### src/rtl/axil_cmd_master.sv
// AXI4-Lite master: queues valid/ready commands in a FIFO, runs one AXI-Lite
// read or write at a time and returns the result on a valid/ready response
// stream with the BRESP/RRESP code.
//
// Ports
//   clk, nreset      : clock and asynchronous active-low reset
//   cmd_*            : command stream (we, addr, data, strb)
//   rsp_*            : response stream (we, data, resp, timeout)
//   busy             : FIFO non-empty or transaction in flight
//   AXI_AW/W/B/AR/R* : AXI4-Lite master channels
//
// Optional build macro AXIL_MASTER_TIMEOUT_EN: aborts a response wait after
// TIMEOUT cycles with SLVERR and drains the late response in a DRAIN state.
module axil_cmd_master #(
  parameter int ADDR_W  = 8,
  parameter int DATA_W  = 32,
  parameter int DEPTH   = 4,
  parameter int TIMEOUT = 256
) (
  input  logic                clk,
  input  logic                nreset,
  input  logic                cmd_valid,
  output logic                cmd_ready,
  input  logic                cmd_we,
  input  logic [ADDR_W-1:0]   cmd_addr,
  input  logic [DATA_W-1:0]   cmd_data,
  input  logic [DATA_W/8-1:0] cmd_strb,
  output logic                rsp_valid,
  input  logic                rsp_ready,
  output logic                rsp_we,
  output logic [DATA_W-1:0]   rsp_data,
  output logic [1:0]          rsp_resp,
  output logic                rsp_timeout,
  output logic                busy,
  output logic [ADDR_W-1:0]   AXI_AWADDR,
  output logic [2:0]          AXI_AWPROT,
  output logic                AXI_AWVALID,
  input  logic                AXI_AWREADY,
  output logic [DATA_W-1:0]   AXI_WDATA,
  output logic [DATA_W/8-1:0] AXI_WSTRB,
  output logic                AXI_WVALID,
  input  logic                AXI_WREADY,
  input  logic [1:0]          AXI_BRESP,
  input  logic                AXI_BVALID,
  output logic                AXI_BREADY,
  output logic [ADDR_W-1:0]   AXI_ARADDR,
  output logic [2:0]          AXI_ARPROT,
  output logic                AXI_ARVALID,
  input  logic                AXI_ARREADY,
  input  logic [DATA_W-1:0]   AXI_RDATA,
  input  logic [1:0]          AXI_RRESP,
  input  logic                AXI_RVALID,
  output logic                AXI_RREADY
);

  localparam int STRB_W = DATA_W/8;
  localparam int PW     = $clog2(DEPTH);
  localparam int CW     = PW + 1;

  localparam logic [2:0] S_IDLE = 3'd0;
  localparam logic [2:0] S_ADDR = 3'd1;
  localparam logic [2:0] S_RESP = 3'd2;
  localparam logic [2:0] S_HOLD = 3'd3;
`ifdef AXIL_MASTER_TIMEOUT_EN
  localparam logic [2:0] S_DRAIN = 3'd4;
`endif

  logic              f_we   [DEPTH];
  logic [ADDR_W-1:0] f_addr [DEPTH];
  logic [DATA_W-1:0] f_data [DEPTH];
  logic [STRB_W-1:0] f_strb [DEPTH];
  logic [PW-1:0]     wp, rp;
  logic [CW-1:0]     count;
  logic              push, pop;

  logic [2:0]        state;
  logic              we_q;
  logic [ADDR_W-1:0] addr_q;
  logic [DATA_W-1:0] data_q;
  logic [STRB_W-1:0] strb_q;
  logic              awvalid_q, wvalid_q, arvalid_q;
  logic              bready_q, rready_q;
  logic              aw_done, w_done;
  logic              rsp_we_q, rsp_to_q;
  logic [DATA_W-1:0] rsp_data_q;
  logic [1:0]        rsp_resp_q;
  logic              aw_hs, w_hs, ar_hs, b_hs, r_hs;

  assign cmd_ready = (count != CW'(DEPTH));
  assign push      = cmd_valid && cmd_ready;
  assign pop       = (state == S_IDLE) && (count != '0);

  assign aw_hs = awvalid_q && AXI_AWREADY;
  assign w_hs  = wvalid_q && AXI_WREADY;
  assign ar_hs = arvalid_q && AXI_ARREADY;
  assign b_hs  = bready_q && AXI_BVALID;
  assign r_hs  = rready_q && AXI_RVALID;

  always_ff @(posedge clk) begin
    if (push) begin
      f_we[wp]   <= cmd_we;
      f_addr[wp] <= cmd_addr;
      f_data[wp] <= cmd_data;
      f_strb[wp] <= cmd_strb;
    end
  end

  always_ff @(posedge clk or negedge nreset) begin
    if (!nreset) begin
      wp    <= '0;
      rp    <= '0;
      count <= '0;
    end else begin
      if (push) wp <= wp + PW'(1);
      if (pop)  rp <= rp + PW'(1);
      if (push && !pop)      count <= count + CW'(1);
      else if (!push && pop) count <= count - CW'(1);
    end
  end

`ifdef AXIL_MASTER_TIMEOUT_EN
  localparam int TW = $clog2(TIMEOUT + 1);
  logic [TW-1:0] to_cnt;
  logic          to_hit;

  assign to_hit = (to_cnt == TW'(TIMEOUT - 1));

  always_ff @(posedge clk or negedge nreset) begin
    if (!nreset)              to_cnt <= '0;
    else if (state == S_RESP) to_cnt <= to_cnt + TW'(1);
    else                      to_cnt <= '0;
  end
`else
  logic unused_timeout;
  assign unused_timeout = (TIMEOUT != 0);
`endif

  always_ff @(posedge clk or negedge nreset) begin
    if (!nreset) begin
      state      <= S_IDLE;
      we_q       <= 1'b0;
      addr_q     <= '0;
      data_q     <= '0;
      strb_q     <= '0;
      awvalid_q  <= 1'b0;
      wvalid_q   <= 1'b0;
      arvalid_q  <= 1'b0;
      bready_q   <= 1'b0;
      rready_q   <= 1'b0;
      aw_done    <= 1'b0;
      w_done     <= 1'b0;
      rsp_we_q   <= 1'b0;
      rsp_to_q   <= 1'b0;
      rsp_data_q <= '0;
      rsp_resp_q <= '0;
    end else begin
      unique case (state)
        S_IDLE: begin
          if (pop) begin
            we_q      <= f_we[rp];
            addr_q    <= f_addr[rp];
            data_q    <= f_data[rp];
            strb_q    <= f_strb[rp];
            awvalid_q <= f_we[rp];
            wvalid_q  <= f_we[rp];
            arvalid_q <= !f_we[rp];
            aw_done   <= 1'b0;
            w_done    <= 1'b0;
            state     <= S_ADDR;
          end
        end
        S_ADDR: begin
          if (we_q) begin
            if (aw_hs) begin
              awvalid_q <= 1'b0;
              aw_done   <= 1'b1;
            end
            if (w_hs) begin
              wvalid_q <= 1'b0;
              w_done   <= 1'b1;
            end
            if ((aw_done || aw_hs) && (w_done || w_hs)) begin
              bready_q <= 1'b1;
              state    <= S_RESP;
            end
          end else if (ar_hs) begin
            arvalid_q <= 1'b0;
            rready_q  <= 1'b1;
            state     <= S_RESP;
          end
        end
        S_RESP: begin
          if (b_hs) begin
            bready_q   <= 1'b0;
            rsp_we_q   <= 1'b1;
            rsp_data_q <= '0;
            rsp_resp_q <= AXI_BRESP;
            rsp_to_q   <= 1'b0;
            state      <= S_HOLD;
          end else if (r_hs) begin
            rready_q   <= 1'b0;
            rsp_we_q   <= 1'b0;
            rsp_data_q <= AXI_RDATA;
            rsp_resp_q <= AXI_RRESP;
            rsp_to_q   <= 1'b0;
            state      <= S_HOLD;
          end
`ifdef AXIL_MASTER_TIMEOUT_EN
          else if (to_hit) begin
            bready_q   <= 1'b0;
            rready_q   <= 1'b0;
            rsp_we_q   <= we_q;
            rsp_data_q <= '0;
            rsp_resp_q <= 2'b10;
            rsp_to_q   <= 1'b1;
            state      <= S_HOLD;
          end
`endif
        end
        S_HOLD: begin
          if (rsp_ready) begin
`ifdef AXIL_MASTER_TIMEOUT_EN
            if (rsp_to_q) begin
              // the slave still owes a B/R beat; absorb it before the next command
              bready_q <= we_q;
              rready_q <= !we_q;
              state    <= S_DRAIN;
            end else begin
              state <= S_IDLE;
            end
`else
            state <= S_IDLE;
`endif
          end
        end
`ifdef AXIL_MASTER_TIMEOUT_EN
        S_DRAIN: begin
          if (b_hs || r_hs) begin
            bready_q <= 1'b0;
            rready_q <= 1'b0;
            state    <= S_IDLE;
          end
        end
`endif
        default: state <= S_IDLE;
      endcase
    end
  end

  assign AXI_AWVALID = awvalid_q;
  assign AXI_AWADDR  = awvalid_q ? addr_q : '0;
  assign AXI_AWPROT  = 3'b000;
  assign AXI_WVALID  = wvalid_q;
  assign AXI_WDATA   = wvalid_q ? data_q : '0;
  assign AXI_WSTRB   = wvalid_q ? strb_q : '0;
  assign AXI_BREADY  = bready_q;
  assign AXI_ARVALID = arvalid_q;
  assign AXI_ARADDR  = arvalid_q ? addr_q : '0;
  assign AXI_ARPROT  = 3'b000;
  assign AXI_RREADY  = rready_q;

  assign rsp_valid   = (state == S_HOLD);
  assign rsp_we      = rsp_we_q;
  assign rsp_data    = rsp_data_q;
  assign rsp_resp    = rsp_resp_q;
  assign rsp_timeout = rsp_to_q;
  assign busy        = (count != '0) || (state != S_IDLE);

endmodule

### config.mk
export PLATFORM = sky130hd
export DESIGN_NAME = axil_cmd_master
export DESIGN_NICKNAME = d
export VERILOG_FILES = /design/src/rtl/axil_cmd_master.sv
export SDC_FILE = /design/constraint.sdc
export NUM_CORES = 1
export LEC_CHECK = 0
export CORE_MARGIN = 5
export CORE_UTILIZATION = 47
export DETAILED_ROUTE_END_ITERATION = 6
export PLACE_DENSITY = 0.75
export SETUP_SLACK_MARGIN = 0.5
export SLEW_MARGIN = 20
export SYNTH_ARGS = -nofsm -noshare
export SYNTH_HDL_FRONTEND = slang
export SYNTH_SLANG_ARGS = --single-unit
### constraint.sdc
create_clock -name clk -period 2.4 [get_ports clk]
set_clock_uncertainty 0.05 [all_clocks]
set_input_delay 0.48 -clock clk [delete_from_list [all_inputs] [get_ports clk]]
set_output_delay 0.48 -clock clk [all_outputs]
set_load 0.005 [all_outputs]
After elaboration in Yosys (flattened, before gate mapping)
Memories as Yosys holds them, arrays and structs flattened. A register that Yosys moved wholly into a read port is not among the register bits.
Index checks and enable logic that the tools add are counted.

storage, ports and cells
  register bits = 54
  RAM bits = 180
  input port bits = 90
  output and inout port bits = 102
  word-level logic and storage cells = 125
  memories = 4

memory list
  name    words  bits a word  read ports  clocked after Yosys merged registers in  write ports  RTL line  source
  f_data  4      32           1           1                                        1            70        logic [DATA_W-1:0] f_data [DEPTH];
  f_addr  4      8            1           1                                        1            69        logic [ADDR_W-1:0] f_addr [DEPTH];
  f_strb  4      4            1           1                                        1            71        logic [STRB_W-1:0] f_strb [DEPTH];
  f_we    4      1            1           0                                        1            68        logic f_we [DEPTH];

cells by class
  add/sub/neg operators = 4
  equal/unequal tests = 18
  multiplexer cells = 49
  reduce and logical (&&, ||, !) cells = 34

operator list
  operator             count
  $mux 32              3
  $mux 3               9
  $mux 1               24
  $ne 2x2->1 const B   10
  $mux 8               2
  $reduce_and 4->1     4
  $pmux 1 s2           7
  $ne 3x3->1 const B   4
  $pmux 3 s4           1
  $logic_and 1x1->1    10
  $reduce_and 5->1     2
  $reduce_bool 2->1    4
  $eq 3x2->1 const B   2
  $logic_not 1->1      6
  $reduce_bool 3->1    2
  $add 2x1->2 const B  2
  $mux 2               2
  $mux 4               1
  $reduce_and 2->1     2
  $add 3x1->3 const B  1
  $eq 3x1->1 const B   1
  $logic_not 3->1      1
  $logic_or 1x1->1     3
  $sub 3x1->3 const B  1
  $ne 2x1->1 const B   1

Depth between registers and ports, before layout
Gate-level depths: netlist of run 1.

  word-level depth = 6
  gate-level depth with buffers = 11
  depth with buffers taken out = 9

Worst setup path after synthesis of run 1
Ideal clock, no wire load.

  path type = flip-flop to flip-flop
  start = reg count[1]
  end = reg count[2]
  library setup time = 0.079 ns
  data arrival time = 2.164 ns
  slack = 0.107 ns
  cell stages (with the launch flop) = 11
  cell sequence = dfrtp_1 or3_4 nand2_2 buf_6 buf_6 ha_1 inv_1 fa_1 xor2_1 nor2_1 xor2_1

between the ends
  cells in the longest elaborated chain, start to end = 5
  elaborated cells on any way between the ends = 13
  those cells by class = add/sub (2); eq/ne (1); mux (2); reduce/logical (8)

ends and longest elaborated chain
  element                                              RTL line  source
  start: declaration                                   73        logic [CW-1:0] count;
  start signal: assignment                             116       if (push && !pop) count <= count + CW'(1);
  start signal: assignment                             117       else if (!push && pop) count <= count - CW'(1);
  branches (longest 5 deep; another with $sub 3x1->3)  n/a

Several ways; the timed one is not identified. The select of a mux whose other input is x is not followed.
A chain may end at the register's enable or synchronous reset.

Worst setup path in the final report of run 1
  start = reg wvalid_q, in the netlist AXI_WVALID
  end = out AXI_WDATA[18]

between the ends
  cells in the longest elaborated chain, start to end = 1

ends and longest elaborated chain
  element                   RTL line  source
  start: declaration        81        logic awvalid_q, wvalid_q, arvalid_q;
  start signal: assignment  165       wvalid_q <= f_we[rp];
  $mux 32                   254       assign AXI_WDATA = wvalid_q ? data_q : '0;
  end: declaration          39        output logic [DATA_W-1:0] AXI_WDATA,

No other way between the ends.

==> results.cfg, run 1 <==
[run_status]
status = complete, no violations

[timing]
slew_violations = 0
finalHoldViolations = 0
fmax_mhz = 444.5
setup_viol = 0
min_period_ns = 2.249
finalCritPeriodShare = 0.9373
tightest_slew_ns = 0.5262
finalSetupTns_ns = 0
max_slew_margin = 0.6492
rsz0062_at_grt = true

[clock_network]
clock_path_buffers = 3
path_clk_slew_ns = 0.06
cts_max_level = 1
clk_latency_ns = 0.55
cts_tree = built
cts_sinks = 276
cts_buffers = 29
cts-root-buf = clkbuf_16

[setup_path]
critPathTopFamily = buffers and inverters
crit_fanout = 5
slowest_stage = dfrtp_2
rr_startpoint = count[0]
crit_buf_inv = 5
slowest_delay_ns = 0.43
cp-end-kind = output port
critPathKind = flop to output port
cp.arrival_ns = 1.72
required_ns = 1.87
r2r_slack_ns = 0.32
startpoint_type = flop
startpoint = AXI_WVALID
path_cells = buf_12 > buf_6 > buf_12 > buf_16 > and2_4 > buf_6

[floorplanning]
die_h_um = 161.8
core_area_um2 = 22640
dieArea_um2 = 26180
rows = 55
die_w_um = 161.8
io_pins = 192
start_util = 0.4784

[finish]
multiInputGateArea_um2 = 3020
seq_area_um2 = 7826
drive_above_1_share = 0.4167
fillers = 1465
num-nets-final = 954
area.growth.synth_to_final_pct = 39.54
diodes = 0

[yosys]
synth_flop_cell = edfxtp_1
yosysSeqAreaShare = 0.7209
ys_seq_elements = 276
synthCells = 580
synth_cell_types = 39
synth_edf_count = 180
syn_area_um2 = 10830
synth_warnings = 0
synthArstFlopShare = 0.3478
synth_area_per_cell_um2 = 18.67

[power]
ir_worst_vdd_v = 0.0005930
cellPowerDensity_nw_per_um2 = 778.0
finalPower_uw = 11760
p_leak_uw = 0.006206

[placed_design]
portBuffers = 184
routabilityCongestion = 0.7949
dpl.hpwl_mm = 14.37

[routing]
drc_errors = 0
ant_nets = 0
vias = 6219
wl_per_cell_um = 21.98
dr.pass1.iters = 4
first_iter_violations = 375
vias_per_cell = 5.357
routed_wl_mm = 25.52

[global_route]
track_usage = 0.1937
antenna_found_initial = 0
grt_overflow_total = 0
grt_pass1_wl_mm = 39.43
grt_max_degree = 47
grt_pass1_vias = 6902

[min_path]
hold_class = input port to asynchronous set/reset pin

[flow_run]
maxCapViolCount = 0
-- cells in the final DEF, fill, tap and decap left out, types with 19 or more instances in the layout --
cell,Yosys,final
clkdlybuf4s50_1,0,88
clkbuf_16,0,29
a22o_1,32,32
buf_4,7,41
edfxtp_1,180,180
buf_12,0,19
dlygate4sd2_1,0,37
buf_6,9,72
and2_4,0,48
mux2_2,48,46
mux4_2,45,45
dfrtp_1,96,87
-- per-stage QoR --
stage / setup slack, ns / utilization / instance area [um^2] / hold WS, ns / instances
final: 0.1505 / 0.6675 / 15110 / 0.4087 / 1161
after global routing: 0.1050 / 0.6675 / 15110 / 0.4641 / 1161
after CTS: 0.1345 / 0.6521 / 14760 / 0.4072 / 1141
after detailed placement: 0.07604 / 0.5783 / 13090 / 0.4344 / 1038
after global placement: 0.1068 / 0.5783 / 13090 / 0.4214 / 1038
after floorplan: 0.2002 / - / 10880 / 0.1344 / 586
-- routing by layer --
metal  track usage  wire length [um]  up-vias
li1              -                 -     2778
met1        0.2518             10280     3176
met2        0.3389             12890      225
met3       0.04314              1886       40
met4       0.04075               450        0
met5             0                 0        -
-- final cells by class --
class | instances | area share
Tap cell | 285 | 0.02359
Inverter | 9 | 0.002401
Timing Repair Buffer | 273 | 0.1948
Sequential cell | 276 | 0.5178
Multi-Input combinational cell | 264 | 0.1999
Clock buffer | 44 | 0.05373
Clock inverter | 10 | 0.007782
-- Yosys cell counts, types with 2 or more instances --
cell type / count / area, um^2
edfxtp_1: 180 / 5405
dfrtp_1: 96 / 2402
and2_1: 52 / 325.3
mux2_2: 48 / 540.5
mux4_2: 45 / 1013
a22o_1: 32 / 280.3
buf_2: 11 / 55.05
nand3_1: 11 / 55.05
clkbuf_1: 10 / 37.54
ha_1: 10 / 125.1
buf_6: 9 / 101.4
inv_1: 9 / 33.78
nand2_1: 8 / 30.03
buf_4: 7 / 52.55
o21ai_0: 7 / 35.03
and3_1: 4 / 25.02
nor2_1: 4 / 15.01
xnor2_1: 4 / 35.03
a21oi_1: 3 / 15.01
a22oi_1: 3 / 22.52
mux2i_1: 3 / 30.03
nand2b_1: 3 / 18.77
a31oi_1: 2 / 12.51
a32o_1: 2 / 20.02
nand4_1: 2 / 12.51
xor2_1: 2 / 17.52
-- kinds of logic after synthesis --
family,share of synthesized area
multiplexers,0.1463
other,0.0003462
buffers and inverters,0.02588
AND/OR/NAND/NOR,0.04910
adder cells (fa/ha/maj),0.01340
XOR/XNOR,0.004852
flip-flops,0.7209
AO/OA/AOI/OAI,0.03928
-- what timing repair did --
| action | CTS | global route |
|---|---|---|
| hold buffers | 1 | 0 |
| setup endpoints to repair | 98 | 97 |
| cloned | 6 | 0 |
| resized for setup | 382 | 56 |
| hold endpoints to repair | 34 | 0 |
| pin swaps | 14 | 13 |
| setup buffers | 42 | 20 |
-- where the power goes --
group	total, uW	switching (uW)	internal [uW]
Combinational	1470	772	696
Sequential	5970	166	5810
Clock	4320	1760	2560
-- sequential cells by signal, indices dropped and copies added, names as in the netlist, 2 cells and up --
| name | cells |
|---|---|
| rsp_resp | 2 |
| wp | 2 |
| f_we | 4 |
| data_q | 32 |
| state | 2 |
| f_addr | 32 |
| f_data | 128 |
| rp | 2 |
| strb_q | 4 |
| f_strb | 16 |
| count | 3 |
| addr_q | 8 |
| rsp_data | 32 |
-- worst paths after layout --
kind | endpoint | cells after the start
max | AXI_WDATA[18] | 6
max reg2reg | count[2] | 9
min in group clk | rsp_resp[0] | 2
max in group asynchronous | data_q[24] | 3
min reg2reg | rsp_resp[0] | 2
min | rsp_data[12] | 2
No activity file was read; power rests on OpenSTA's default activity.
==> inputs of run 2 (changes only) <==
Settings changed: SLEW_MARGIN 20 to 10.
==> results of run 2 <==
Final layout, timing and power as in run 1 (identical DEF).
